===== src/rtl/immediate_encoder.sv =====
// ---------------------------------------------------------------------------
// immediate_encoder
//
// Purpose:
//   Two-stage valid/ready pipeline that merges a two's-complement immediate
//   into a RISC-V style instruction word. The first stage captures the
//   request. The second stage holds the encoded word. Non-immediate bits
//   come from 'base'.
//
// Ports:
//   clk        in   1   single clock, rising edge
//   rst_n      in   1   asynchronous active-low reset
//   in_valid   in   1   request valid
//   in_ready   out  1   request accepted when in_valid && in_ready
//   type_      in   3   immediate format code (`IMM_I/`IMM_S/`IMM_B/`IMM_U/`IMM_J)
//   imm        in   32  immediate value (U: upper bits already positioned)
//   base       in   32  instruction word supplying non-immediate fields
//   out_valid  out  1   result valid
//   out_ready  in   1   result consumed when out_valid && out_ready
//   out        out  32  encoded instruction word
//   out_err    out  1   immediate not representable in the selected format
//   err_count  out  16  saturating count of delivered results with out_err=1
//
// Configuration:
//   IMMEDIATE_ENCODER_CHECK_EN defined   -> range checking, out_err and
//                                           err_count are active.
//   IMMEDIATE_ENCODER_CHECK_EN undefined -> out_err and err_count are tied
//                                           to 0. Encoding and timing are
//                                           unchanged.
// ---------------------------------------------------------------------------

// Format codes normally come from immediate_decoder.h. These fallbacks keep
// the file self-contained when that header is not part of the build.
`ifndef IMM_I
`define IMM_I 3'd0
`endif
`ifndef IMM_S
`define IMM_S 3'd1
`endif
`ifndef IMM_B
`define IMM_B 3'd2
`endif
`ifndef IMM_U
`define IMM_U 3'd3
`endif
`ifndef IMM_J
`define IMM_J 3'd4
`endif

module immediate_encoder (
   input  logic        clk,
   input  logic        rst_n,
   input  logic        in_valid,
   output logic        in_ready,
   input  logic [2:0]  type_,
   input  logic [31:0] imm,
   input  logic [31:0] base,
   output logic        out_valid,
   input  logic        out_ready,
   output logic [31:0] out,
   output logic        out_err,
   output logic [15:0] err_count
);

   // Merge the immediate into the base word. Out-of-range immediates are
   // simply truncated. Unknown formats pass the base word through.
   function automatic logic [31:0] encode_word(input logic [2:0]  t,
                                               input logic [31:0] i,
                                               input logic [31:0] b);
      logic [31:0] w;
      w = b;
      case (t)
         `IMM_I: w = {i[11:0], b[19:0]};
         `IMM_S: w = {i[11:5], b[24:12], i[4:0], b[6:0]};
         `IMM_B: w = {i[12], i[10:5], b[24:12], i[4:1], i[11], b[6:0]};
         `IMM_U: w = {i[31:12], b[11:0]};
         `IMM_J: w = {i[20], i[10:1], i[11], i[19:12], b[11:0]};
         default: w = b;
      endcase
      return w;
   endfunction

   logic        s1_valid_q, s1_valid_d;
   logic [2:0]  s1_type_q,  s1_type_d;
   logic [31:0] s1_imm_q,   s1_imm_d;
   logic [31:0] s1_base_q,  s1_base_d;
   logic        out_valid_q, out_valid_d;
   logic [31:0] out_q,       out_d;
   logic        s2_ready;

   // S2 can take a new word when it is empty or its word leaves this cycle.
   // S1 can take a request when it is empty or it moves into S2.
   assign s2_ready = !out_valid_q || out_ready;
   assign in_ready = !s1_valid_q || s2_ready;

   // Next-state for both stages. Data registers only load when a valid
   // item moves in. This keeps out stable while the consumer stalls.
   always_comb begin
      s1_valid_d  = s1_valid_q;
      s1_type_d   = s1_type_q;
      s1_imm_d    = s1_imm_q;
      s1_base_d   = s1_base_q;
      out_valid_d = out_valid_q;
      out_d       = out_q;
      if (in_ready) begin
         s1_valid_d = in_valid;
         if (in_valid) begin
            s1_type_d = type_;
            s1_imm_d  = imm;
            s1_base_d = base;
         end
      end
      if (s2_ready) begin
         out_valid_d = s1_valid_q;
         if (s1_valid_q) begin
            out_d = encode_word(s1_type_q, s1_imm_q, s1_base_q);
         end
      end
   end

   always_ff @(posedge clk or negedge rst_n) begin
      if (!rst_n) begin
         s1_valid_q  <= 1'b0;
         s1_type_q   <= 3'd0;
         s1_imm_q    <= 32'd0;
         s1_base_q   <= 32'd0;
         out_valid_q <= 1'b0;
         out_q       <= 32'd0;
      end else begin
         s1_valid_q  <= s1_valid_d;
         s1_type_q   <= s1_type_d;
         s1_imm_q    <= s1_imm_d;
         s1_base_q   <= s1_base_d;
         out_valid_q <= out_valid_d;
         out_q       <= out_d;
      end
   end

   assign out_valid = out_valid_q;
   assign out       = out_q;

`ifdef IMMEDIATE_ENCODER_CHECK_EN
   // Returns 1 when the immediate cannot be represented in the format.
   // Sign-extension bits must all agree. B/J offsets must be even.
   // U immediates must have a clear low 12 bits.
   function automatic logic range_error(input logic [2:0]  t,
                                        input logic [31:0] i);
      logic e;
      e = 1'b1;
      case (t)
         `IMM_I, `IMM_S: e = !((i[31:11] == {21{1'b0}}) || (i[31:11] == {21{1'b1}}));
         `IMM_B: e = !((i[31:12] == {20{1'b0}}) || (i[31:12] == {20{1'b1}})) || i[0];
         `IMM_U: e = (i[11:0] != 12'd0);
         `IMM_J: e = !((i[31:20] == {12{1'b0}}) || (i[31:20] == {12{1'b1}})) || i[0];
         default: e = 1'b1;
      endcase
      return e;
   endfunction

   logic        s1_err_q,    s1_err_d;
   logic        out_err_q,   out_err_d;
   logic [15:0] err_count_q, err_count_d;

   // The error flag follows its request through the pipeline. The counter
   // only moves when an erroring result is actually consumed. It sticks at
   // all-ones.
   always_comb begin
      s1_err_d    = s1_err_q;
      out_err_d   = out_err_q;
      err_count_d = err_count_q;
      if (in_ready && in_valid) begin
         s1_err_d = range_error(type_, imm);
      end
      if (s2_ready && s1_valid_q) begin
         out_err_d = s1_err_q;
      end
      if (out_valid_q && out_ready && out_err_q && (err_count_q != 16'hFFFF)) begin
         err_count_d = err_count_q + 16'd1;
      end
   end

   always_ff @(posedge clk or negedge rst_n) begin
      if (!rst_n) begin
         s1_err_q    <= 1'b0;
         out_err_q   <= 1'b0;
         err_count_q <= 16'd0;
      end else begin
         s1_err_q    <= s1_err_d;
         out_err_q   <= out_err_d;
         err_count_q <= err_count_d;
      end
   end

   assign out_err   = out_err_q;
   assign err_count = err_count_q;
`else
   assign out_err   = 1'b0;
   assign err_count = 16'd0;
`endif

endmodule


===== config.mk =====
export PLATFORM = sky130hd
export DESIGN_NAME = immediate_encoder
export DESIGN_NICKNAME = d
export VERILOG_FILES = /design/src/rtl/immediate_encoder.sv
export SDC_FILE = /design/constraint.sdc
export NUM_CORES = 1
export LEC_CHECK = 0
export CORE_MARGIN = 3
export CORE_UTILIZATION = 36
export DETAILED_ROUTE_END_ITERATION = 12
export GPL_TIMING_DRIVEN = 0
export HOLD_SLACK_MARGIN = 0.06
export PLACE_DENSITY_LB_ADDON = 0.08
export SYNTH_ARGS = -nofsm -noshare
export SYNTH_HDL_FRONTEND = slang
export SYNTH_SLANG_ARGS = --single-unit

===== constraint.sdc =====
create_clock -name clk -period 1.5 [get_ports clk]
set_clock_uncertainty 0.1 [all_clocks]
set_input_delay 0.3 -clock clk [delete_from_list [all_inputs] [get_ports clk]]
set_output_delay 0.3 -clock clk [all_outputs]
set_load 0.005 [all_outputs]

==> run summary, run 1 <==
hold path start - s1_imm_q[5]$_DFFE_PN0P_
layout cell share with drive strength beyond 1 - 31.3%
sequential power share - 43.0%
Top cell by count, worst path - buf_12
YS warnings - 0
FP Rows - 40
sequential share of the synthesized area - 54.2%
Arr. time, crit path - 1.66 ns
Net Sw Frac - 27.4%
DR iter-0 viols - 197
Slew Limit Headroom - 62.3%
area of the core - 0.0123 mm²
Clock H-tree levels - 3
Inserted Clock Buffers - 9
vias in the first global route - 3567
failing checks - setup timing
count leader, synth - dfrtp_1
gpl congestion - 0.804
Fin. Hold Viols - 0
maxcap violations - 0
combinational power share - 27.5%
Most used DFF post-synth - dfrtp_1
area growth from synthesis to layout - 45.2%
RR Startpoint - out_valid$_DFFE_PN0P_
ranking of synthesized cells by area - dfrtp_1 (54%), mux2_2 (11%), mux2_1 (7.2%)
number of setup violations in the final report - 13
Synth Cell Area - 0.00466 mm²
Syn Inst Count - 374
RSZ-0062 raised after global routing - true
status - complete, but fails checks
minimum clock period - 1.55 ns
Worst setup EP type - flop
fill count - 1120
r2r setup slk - -0.05 ns
Slew @ Worst Pin - 0.566 ns
CP cell instances - nand3b_4, nand2_4, buf_12, buf_12, buf_12, mux2_1
WP data required - 1.62 ns
DR pass1 iterations - 4
crit path max fanout - 7
grt ovf - 0
NumNets Final - 598
Leak - 2.96 nW
Syn Area/Cell - 12.5 µm²
Setup crit start - out_valid$_DFFE_PN0P_
Initial Util - 37.9%
DRC - 0
worst hold path type - flop to flop
initial antenna violation count - 0
max-slew violations - 0
DR vias/cell - 4.99
Cell Pwr Density - 1230 mW/mm²
DRT Wirelength - 12200 µm
crit share post-route - 103%
crit path kind - flop to flop
die area - 0.0144 mm²
TritonCTS clock tree - done
CTS Root Cell - clkbuf_16
P_sw - 2.29 mW
slowest stage delay, CP - 0.45 ns
hold slack - 0.395 ns
FMAX - 0.647 GHz
post-synth top area share - 54.2%
slowest CP cell - dfrtp_2
#FFs+latches synth - 101
die extent in x - 120 µm
Antenna diodes - 0
Final ANT Viol Nets - 0
Non-Filler Instances - 699
gr usage total - 17.4%
Final HPWL DP - 8600 µm
worst-skew pair later-pin latency - 0.34 ns
Post-synth top cells - dfrtp_1 (101), mux2_2 (45), mux2_1 (30)
chip height - 120 µm
IO Pins - 122
CTS sink count - 101
first-pass GRT wire length - 19500 µm
Post-synth EDFFs - 0
Worst setup SP type - flop
largest net degree at the start of global routing - 60
largest area contributor in the netlist - dfrtp_1
internal power - 6.06 mW
setup ws final - -0.0465 ns
I/O Buffers - 104
Netlist cell types - 43
Inst Count DP - 663
clock share of power - 29.5%
WL per Instance - 17.5 µm
Peak VDD IR - 0.000667 V
via count - 3488
register clock-pin slew on the reported worst setup and hold paths - 0.07 ns
clock buffer depth - 2
Async SR Flop Fraction - 100%
[worst paths after layout]
kind / endpoint / cells past startpoint
worst min-delay path: s1_imm_q[5]$_DFFE_PN0P_ / 1
max in group asynchronous: s1_imm_q[8]$_DFFE_PN0P_ / 3
worst max register to register: s1_imm_q[0]$_DFFE_PN0P_ / 6
worst max-delay path: s1_imm_q[0]$_DFFE_PN0P_ / 6
worst min register to register: s1_imm_q[5]$_DFFE_PN0P_ / 1
min in group asynchronous: out[5]$_DFFE_PN0P_ / 2
[power groups by stage]
stage | clock, mW | sequential, mW | combinational [mW]
3_3_place_gp | 0 | 3.62 | 2.09
5_1_grt | 2.63 | 3.66 | 2.50
3_5_place_dp | 0 | 3.62 | 2.14
4_1_cts | 2.52 | 3.58 | 2.21
6_report | 2.46 | 3.59 | 2.30
2_1_floorplan | 0 | 3.54 | 1.09
[metrics by stage]
stage	utilization [%]	setup TNS (ns)	power, mW	instance area [µm²]	setup WS, ns
floorplan	-	0	4.63	4720	0.0337
finish	55.0	-0.389	8.35	6770	-0.0465
CTS	53.8	-0.778	8.31	6630	-0.0612
global placement	48.5	-437.80	5.71	5980	-3.85
global route	55.0	-1.22	8.79	6770	-0.0826
detailed placement	48.7	-51.80	5.76	6000	-0.646
[placed cells by master (no fill, tap or decap), types with 4 or more instances in the layout]
cell and instances:
dfrtp_1 98, clkdlybuf4s50_1 68, mux2_2 45, buf_4 38, dlygate4sd2_1 35, o21ai_0 18
conb_1 17, mux2_1 16, a21oi_1 15, mux2_4 14, a31oi_1 13, nor2b_1 11
nand3_1 11, clkbuf_16 10, buf_6 8, o21ai_1 7, and3b_1 6, buf_12 5
o22a_1 5, nor3b_2 5, a21boi_0 5, a31o_1 5, a211oi_1 5, buf_2 4
clkbuf_2 4, nor2_1 4, o31ai_1 4
[final cells by class]
class | instances | area [µm²] | area share, %
Sequential cell | 101 | 2530 | 37.4
Multi-Input combinational cell | 243 | 2060 | 30.5
Timing Repair Buffer | 131 | 1290 | 19.1
Buffer | 38 | 347 | 5.12
Clock buffer | 10 | 229 | 3.38
Tap cell | 168 | 210 | 3.10
Clock inverter | 5 | 85.1 | 1.26
Inverter | 3 | 15.0 | 0.222
[critical path, delay by kind of cell, from the launching register on]
family,cells,cell delay [ns]
mux,1,0.30
flops,1,0.45
simple gates,2,0.18
buf+inv,3,0.41
[registers in the layout, summed over array words and instances (netlist names)]
name	count
s1_base_q	32
s1_valid_q	1
s1_type_q	3
s1_imm_q	32
out	32
out_valid	1
[per-layer routing]
metal  part of all wire, %  GRT usage, %
met3                   5.6          3.49
met2                    47          28.1
met5                     0             0
met4                   1.1          4.51
met1                    46          23.9
[what timing repair did]
action | 4_1_cts | 5_1_grt
hold buffers | 1 | 0
cloned | 2 | 2
resized for setup | 78 | 39
endpoints found under the setup margin | 130 | 79
endpoints found under the hold margin | 42 | 0
setup buffers | 19 | 3
pin swaps | 14 | 6
[logic make-up (layout without fill, tap and decap cells)]
family	after synthesis	in the layout	synth area share, %
fa+ha+maj	1	1	0.241
other cells	1	17	0.0804
simple gates	58	58	7.81
compound gates	90	90	12.7
flops	101	101	54.2
mux	75	75	18.1
xor+xnor	2	2	0.537
buf+inv	46	187	6.36
Note: power is estimated with default switching activity, not from simulation.
==> inputs of run 2 (changes only) <==
- HOLD_SLACK_MARGIN: 0.06 -> 0.05
==> results of run 2 <==
Final layout, timing and power as in run 1 (identical DEF).
